`src/rtl/lsu_align.sv`:
```
// RV32I load/store alignment unit: turns byte-addressed LB..SW requests into one or two
// word accesses, merges split read data and returns the extended load result.
module lsu_align #(
    parameter int unsigned ADDR_W = 32
) (
    input  logic              clk,
    input  logic              rst,
    input  logic              req_valid,
    output logic              req_ready,
    input  logic              req_store,
    input  logic [2:0]        req_funct3,
    input  logic [ADDR_W-1:0] req_addr,
    input  logic [31:0]       req_wdata,
    output logic              mem_valid,
    output logic              mem_we,
    output logic [ADDR_W-1:0] mem_addr,
    output logic [3:0]        mem_be,
    output logic [31:0]       mem_wdata,
    input  logic [31:0]       mem_rdata,
    output logic              resp_valid,
    output logic [31:0]       resp_rdata,
    output logic              resp_err
);

    localparam int unsigned WORD_W = 32;
    localparam int unsigned PAIR_W = 2 * WORD_W;

    localparam logic [2:0] FUNC3_LB  = 3'b000;
    localparam logic [2:0] FUNC3_LH  = 3'b001;
    localparam logic [2:0] FUNC3_LBU = 3'b100;
    localparam logic [2:0] FUNC3_LHU = 3'b101;

    typedef enum logic [2:0] {
        S_IDLE,
        S_LO,
        S_HI,
        S_LAST,
        S_RESP
    } state_t;

    state_t              state_q;
    logic                store_q;
    logic [2:0]          funct3_q;
    logic [ADDR_W-1:0]   addr_q;
    logic [WORD_W-1:0]   wdata_q;
    logic [WORD_W-1:0]   buf_lo_q;
    logic [WORD_W-1:0]   buf_hi_q;
    logic [WORD_W-1:0]   resp_rdata_q;
    logic                err_q;

    logic                req_illegal;
    logic [1:0]          off;
    logic [3:0]          size_mask;
    logic [7:0]          mask;
    logic [PAIR_W-1:0]   data;
    logic                split;
    logic [ADDR_W-1:0]   lo_addr;
    logic [ADDR_W-1:0]   hi_addr;
    logic [PAIR_W-1:0]   rword;
    logic [WORD_W-1:0]   shifted;
    logic [WORD_W-1:0]   ext;
    logic [WORD_W-1:0]   resp_rdata_d;

    assign req_illegal = (req_funct3[1:0] == 2'b11) || (req_store && req_funct3[2]);

    // Byte-lane geometry of the latched request across the two-word window.
    assign off = addr_q[1:0];

    always_comb begin
        case (funct3_q[1:0])
            2'b00:   size_mask = 4'b0001;
            2'b01:   size_mask = 4'b0011;
            default: size_mask = 4'b1111;
        endcase
    end

    assign mask    = {4'b0000, size_mask} << off;
    assign data    = {WORD_W'(0), wdata_q} << {off, 3'b000};
    assign split   = |mask[7:4];
    assign lo_addr = {addr_q[ADDR_W-1:2], 2'b00};
    assign hi_addr = lo_addr + ADDR_W'(4);

    // In LAST the final word is still on mem_rdata; fold it in so the result registers on entry to RESP.
    assign rword   = split ? {mem_rdata, buf_lo_q} : {buf_hi_q, mem_rdata};
    assign shifted = WORD_W'(rword >> {off, 3'b000});

    always_comb begin
        case (funct3_q)
            FUNC3_LB:  ext = {{24{shifted[7]}}, shifted[7:0]};
            FUNC3_LH:  ext = {{16{shifted[15]}}, shifted[15:0]};
            FUNC3_LBU: ext = {24'h000000, shifted[7:0]};
            FUNC3_LHU: ext = {16'h0000, shifted[15:0]};
            default:   ext = shifted;
        endcase
    end

    assign resp_rdata_d = store_q ? '0 : ext;

    always_ff @(posedge clk) begin
        if (rst) begin
            state_q      <= S_IDLE;
            store_q      <= 1'b0;
            funct3_q     <= 3'b000;
            addr_q       <= '0;
            wdata_q      <= '0;
            buf_lo_q     <= '0;
            buf_hi_q     <= '0;
            resp_rdata_q <= '0;
            err_q        <= 1'b0;
        end else begin
            case (state_q)
                S_IDLE: begin
                    if (req_valid) begin
                        store_q      <= req_store;
                        funct3_q     <= req_funct3;
                        addr_q       <= req_addr;
                        wdata_q      <= req_wdata;
                        err_q        <= req_illegal;
                        resp_rdata_q <= '0;
                        state_q      <= req_illegal ? S_RESP : S_LO;
                    end
                end
                S_LO: begin
                    state_q <= split ? S_HI : S_LAST;
                end
                S_HI: begin
                    buf_lo_q <= mem_rdata;
                    state_q  <= S_LAST;
                end
                S_LAST: begin
                    if (split) begin
                        buf_hi_q <= mem_rdata;
                    end else begin
                        buf_lo_q <= mem_rdata;
                    end
                    resp_rdata_q <= resp_rdata_d;
                    state_q      <= S_RESP;
                end
                S_RESP: begin
                    state_q <= S_IDLE;
                end
                default: begin
                    state_q <= S_IDLE;
                end
            endcase
        end
    end

    // Memory and response strobes decode from state; rst blanks them in the same cycle.
    always_comb begin
        req_ready  = (state_q == S_IDLE);
        mem_valid  = 1'b0;
        mem_we     = 1'b0;
        mem_addr   = lo_addr;
        mem_be     = 4'b0000;
        mem_wdata  = data[WORD_W-1:0];
        resp_valid = 1'b0;
        resp_err   = 1'b0;
        if (!rst) begin
            case (state_q)
                S_LO: begin
                    mem_valid = 1'b1;
                    mem_we    = store_q;
                    mem_be    = mask[3:0];
                end
                S_HI: begin
                    mem_valid = 1'b1;
                    mem_we    = store_q;
                    mem_addr  = hi_addr;
                    mem_be    = mask[7:4];
                    mem_wdata = data[PAIR_W-1:WORD_W];
                end
                S_RESP: begin
                    resp_valid = 1'b1;
                    resp_err   = err_q;
                end
                default: begin
                end
            endcase
        end
    end

    assign resp_rdata = resp_rdata_q;

endmodule
```
`config.mk`:
```
export PLATFORM = sky130hd
export DESIGN_NAME = lsu_align
export DESIGN_NICKNAME = d
export VERILOG_FILES = /design/src/rtl/lsu_align.sv
export SDC_FILE = /design/constraint.sdc
export NUM_CORES = 1
export LEC_CHECK = 0
export CAP_MARGIN = 20
export CORE_MARGIN = 2
export CORE_UTILIZATION = 45
export CTS_BUF_LIST = sky130_fd_sc_hd__clkbuf_4 sky130_fd_sc_hd__clkbuf_8
export DETAILED_ROUTE_END_ITERATION = 6
export DONT_BUFFER_PORTS = 1
export MAX_ROUTING_LAYER = met4
export PLACE_DENSITY_LB_ADDON = 0.1
export RECOVER_POWER = 100
export SKIP_CTS_REPAIR_TIMING = 1
export SLEW_MARGIN = 15
export SYNTH_ARGS = -nofsm -noshare
export SYNTH_HDL_FRONTEND = slang
export SYNTH_SLANG_ARGS = --single-unit
export TNS_END_PERCENT = 100
```
`constraint.sdc`:
```
create_clock -name clk -period 2.78 [get_ports clk]
set_input_delay 0.278 -clock clk [delete_from_list [all_inputs] [get_ports clk]]
set_output_delay 0.278 -clock clk [all_outputs]
set_load 0.01 [all_outputs]
```
==> run_results.csv <==
group,metric,value,unit
cells_and_area,diodes,0,
placed_design,hpwl,17700,um
timing,fmax,0.378,GHz
pwr,power,0.00585,W
timing,rsz0062_at_grt,"false",
grt,grt_use_total,0.275,
logic_synthesis,synth.cell_area,8050,um2
logic_synthesis,synth_cells,1069,
worst_setup_path,critPathKind,"reg2out",
placed_design,gp_congestion,0.873,
floorplanning,io_pins,208,
pwr,power_density,599,nW/um2
grt,grt_first_pass_wirelength,38900,um
worst_hold_path,whs_path_depth,2,
floorplanning,start_util,0.462,
grt,grt_max_degree,124,
outcome,status,"finished clean",
worst_setup_path,worstSetupStartpoint,"state_q[1]$_SDFFE_PP0P_",
detailed_routing,firstDrtPassIters,6,
floorplanning,core-area,17400,um2
cells_and_area,post-route-util,0.560,
worst_setup_path,reg2regPathDepth,5,
clocking,cts_made_buffers,17,
timing,setup_viol,0,
logic_synthesis,yosysSeqAreaShare,0.361,
logic_synthesis,synth.avg_cell_area,7.53,um2
timing,clock_skew,0.0119,ns
detailed_routing,postRouteAntennaNets,0,
worst_setup_path,worst_setup_path_start_kind,"flip-flop",
timing,fin_crit,2.65,ns
grt,grt_pass1_vias,7086,
worst_setup_path,required,2.50,ns
placed_design,port_buffers,0,
cells_and_area,finalNetCount,1249,
worst_setup_path,arrival,2.37,ns
timing,period_share,0.952,
placed_design,placed_cell_area,8340,um2
worst_setup_path,end_kind,"output pin",
floorplanning,fp.dieH,138,um
floorplanning,dieArea,19000,um2
worst_hold_path,holdPathEnd,"state_q[1]$_SDFFE_PP0P_",
cells_and_area,layout.cells.non_filler,1383,
detailed_routing,finalWirelength,27600,um
clocking,htreeDepth,4,
grt,globalRouteOverflowTotal,0,
worst_hold_path,hp-class,"in2reg",
placed_design,dp_cells,1249,
detailed_routing,wl_per_cell,20.0,um
cells_and_area,syn2layout_area_growth,21.2,%
clocking,cts_tree,"done",
timing,relSlewSlack,0.294,
timing,holdWs,0.0868,ns
worst_setup_path,crit_fanout,9,
floorplanning,die_width,138,um
worst_setup_path,r2r_end,"buf_lo_q[29]$_SDFFE_PP0P_",
flow_run,max_cap_violations,0,
clocking,cts_root_buf,"clkbuf_8",
clocking,clk_pin_slew,0.08,ns
logic_synthesis,async_reset_ff_frac,0,
detailed_routing,drt-initial-drc-count,649,
clocking,clock_path_buffers,2,
worst_setup_path,r2r_setup_slack,0.26,ns
floorplanning,rows,48,
worst_hold_path,hp-start,"rst",
logic_synthesis,synth_ff_type,"dfxtp_1",
worst_setup_path,r2r-start,"addr_q[0]$_SDFFE_PP0P_",
timing,drv_slew,0,
detailed_routing,viasPerCell,5.93,
pwr,vdd_drop_max,388,uV
logic_synthesis,synth-edff-count,0,
grt,antenna_found_initial,0,
clocking,clk_latency,0.47,ns
detailed_routing,via_count,8200,
pwr,power_leakage,3.57,nW
logic_synthesis,synth.distinct_cells,58,
timing,tightest_slew,1.06,ns
cells_and_area,design_area,9760,um2
detailed_routing,drc,0,
cells_and_area,drive_above_1_share,0.0794,
timing,hold_viol,0,
clocking,cts.sinks,145,
logic_synthesis,synth.yosys.warnings,0,
logic_synthesis,synth-seq-cells,145,
[layout make-up]
type / instances / area [um2]
Inverter: 5 / 18.8
Sequential cell: 145 / 2910
Clock buffer: 19 / 255
Fill cell: 1726 / 7660
Tap cell: 225 / 282
Multi-Input combinational cell: 827 / 4740
Clock inverter: 13 / 206
Timing Repair Buffer: 149 / 1350
[power breakdown]
part,leakage (nW),internal (W),switching [W]
registers,1.18,0.00224,0.000175
clock network,0.238,0.00111,0.000874
logic,2.15,0.000556,0.000898
total,3.57,0.00390,0.00195
[logic make-up after synthesis]
group	after synthesis	synth area share
xor+xnor	29	0.0343
other cells	1	0.000466
buf+inv	98	0.0521
flops	145	0.361
simple gates	433	0.239
compound gates	282	0.210
mux	80	0.102
fa+ha+maj	1	0.00155
[routing by layer]
layer | GRT usage | vias to the layer above | part of all wire
met5 | - | - | 0
met4 | 0.109 | 0 | 0.027
met3 | 0.0843 | 56 | 0.078
met2 | 0.428 | 356 | 0.48
met1 | 0.333 | 3896 | 0.41
li1 | - | 3892 | -
[synth_stat cells (all sizes together) (9+ instances only)]
library cell  number  share of area
a211oi            26          0.024
nor3               9         0.0084
dfxtp            145           0.36
nand2            279           0.13
and3              17          0.014
xnor2             23          0.028
or3               20          0.016
a21oi            141          0.088
nand3             27          0.017
buf               37          0.024
a22oi             25          0.023
nor2              45          0.021
clkbuf            56          0.026
o21ai             43          0.027
mux2i             74          0.092
[placed cells by master (no fill, tap or decap), types with 8 or more instances in the layout]
master and count:
a211oi_1 25, a21oi_1 141, a22oi_1 25, and3_1 16, buf_4 28, clkbuf_1 16, clkbuf_8 18, dfxtp_1 143
dlygate4sd3_1 100, mux2i_1 74, nand2_1 274, nand3_1 26, nand4_1 8, nor2_1 45, o211ai_1 8, o21ai_0 43
or3_1 20, xnor2_1 20
[critical path, cell delays in order, from the launching register on]
cell and delay [ns]:
dfxtp_1 0.31, buf_4 0.16, inv_2 0.14, nor4_1 0.09
nor2_1 0.56, a22oi_1 0.23, o21ai_0 0.25, buf_4 0.16
[worst max-delay path by stage]
stage | endpoint | slack (ns) | cells after the start
floorplan | mem_addr[21] | 0.69 | 7
detailed placement | mem_addr[8] | 0.52 | 5
global route | mem_wdata[1] | 0.02 | 6
CTS | mem_addr[8] | -0.003 | 5
global placement | mem_addr[8] | 0.53 | 5
finish | mem_wdata[23] | 0.13 | 7
[registers in the layout, indices dropped and copies added (netlist names), 3 cells and up]
signal	count
addr_q	32
buf_hi_q	17
buf_lo_q	24
funct3_q	3
resp_rdata	32
state_q	3
wdata_q	32
[stage by stage]
| stage | TNS, ns | setup slack (ns) |
|---|---|---|
| after floorplan | 0 | 0.694 |
| after global routing | 0 | 0.0191 |
| after global placement | 0 | 0.530 |
| after CTS | -0.00347 | -0.00347 |
| after detailed placement | 0 | 0.516 |
| final | 0 | 0.134 |
No activity file was read; power rests on OpenSTA's default activity.
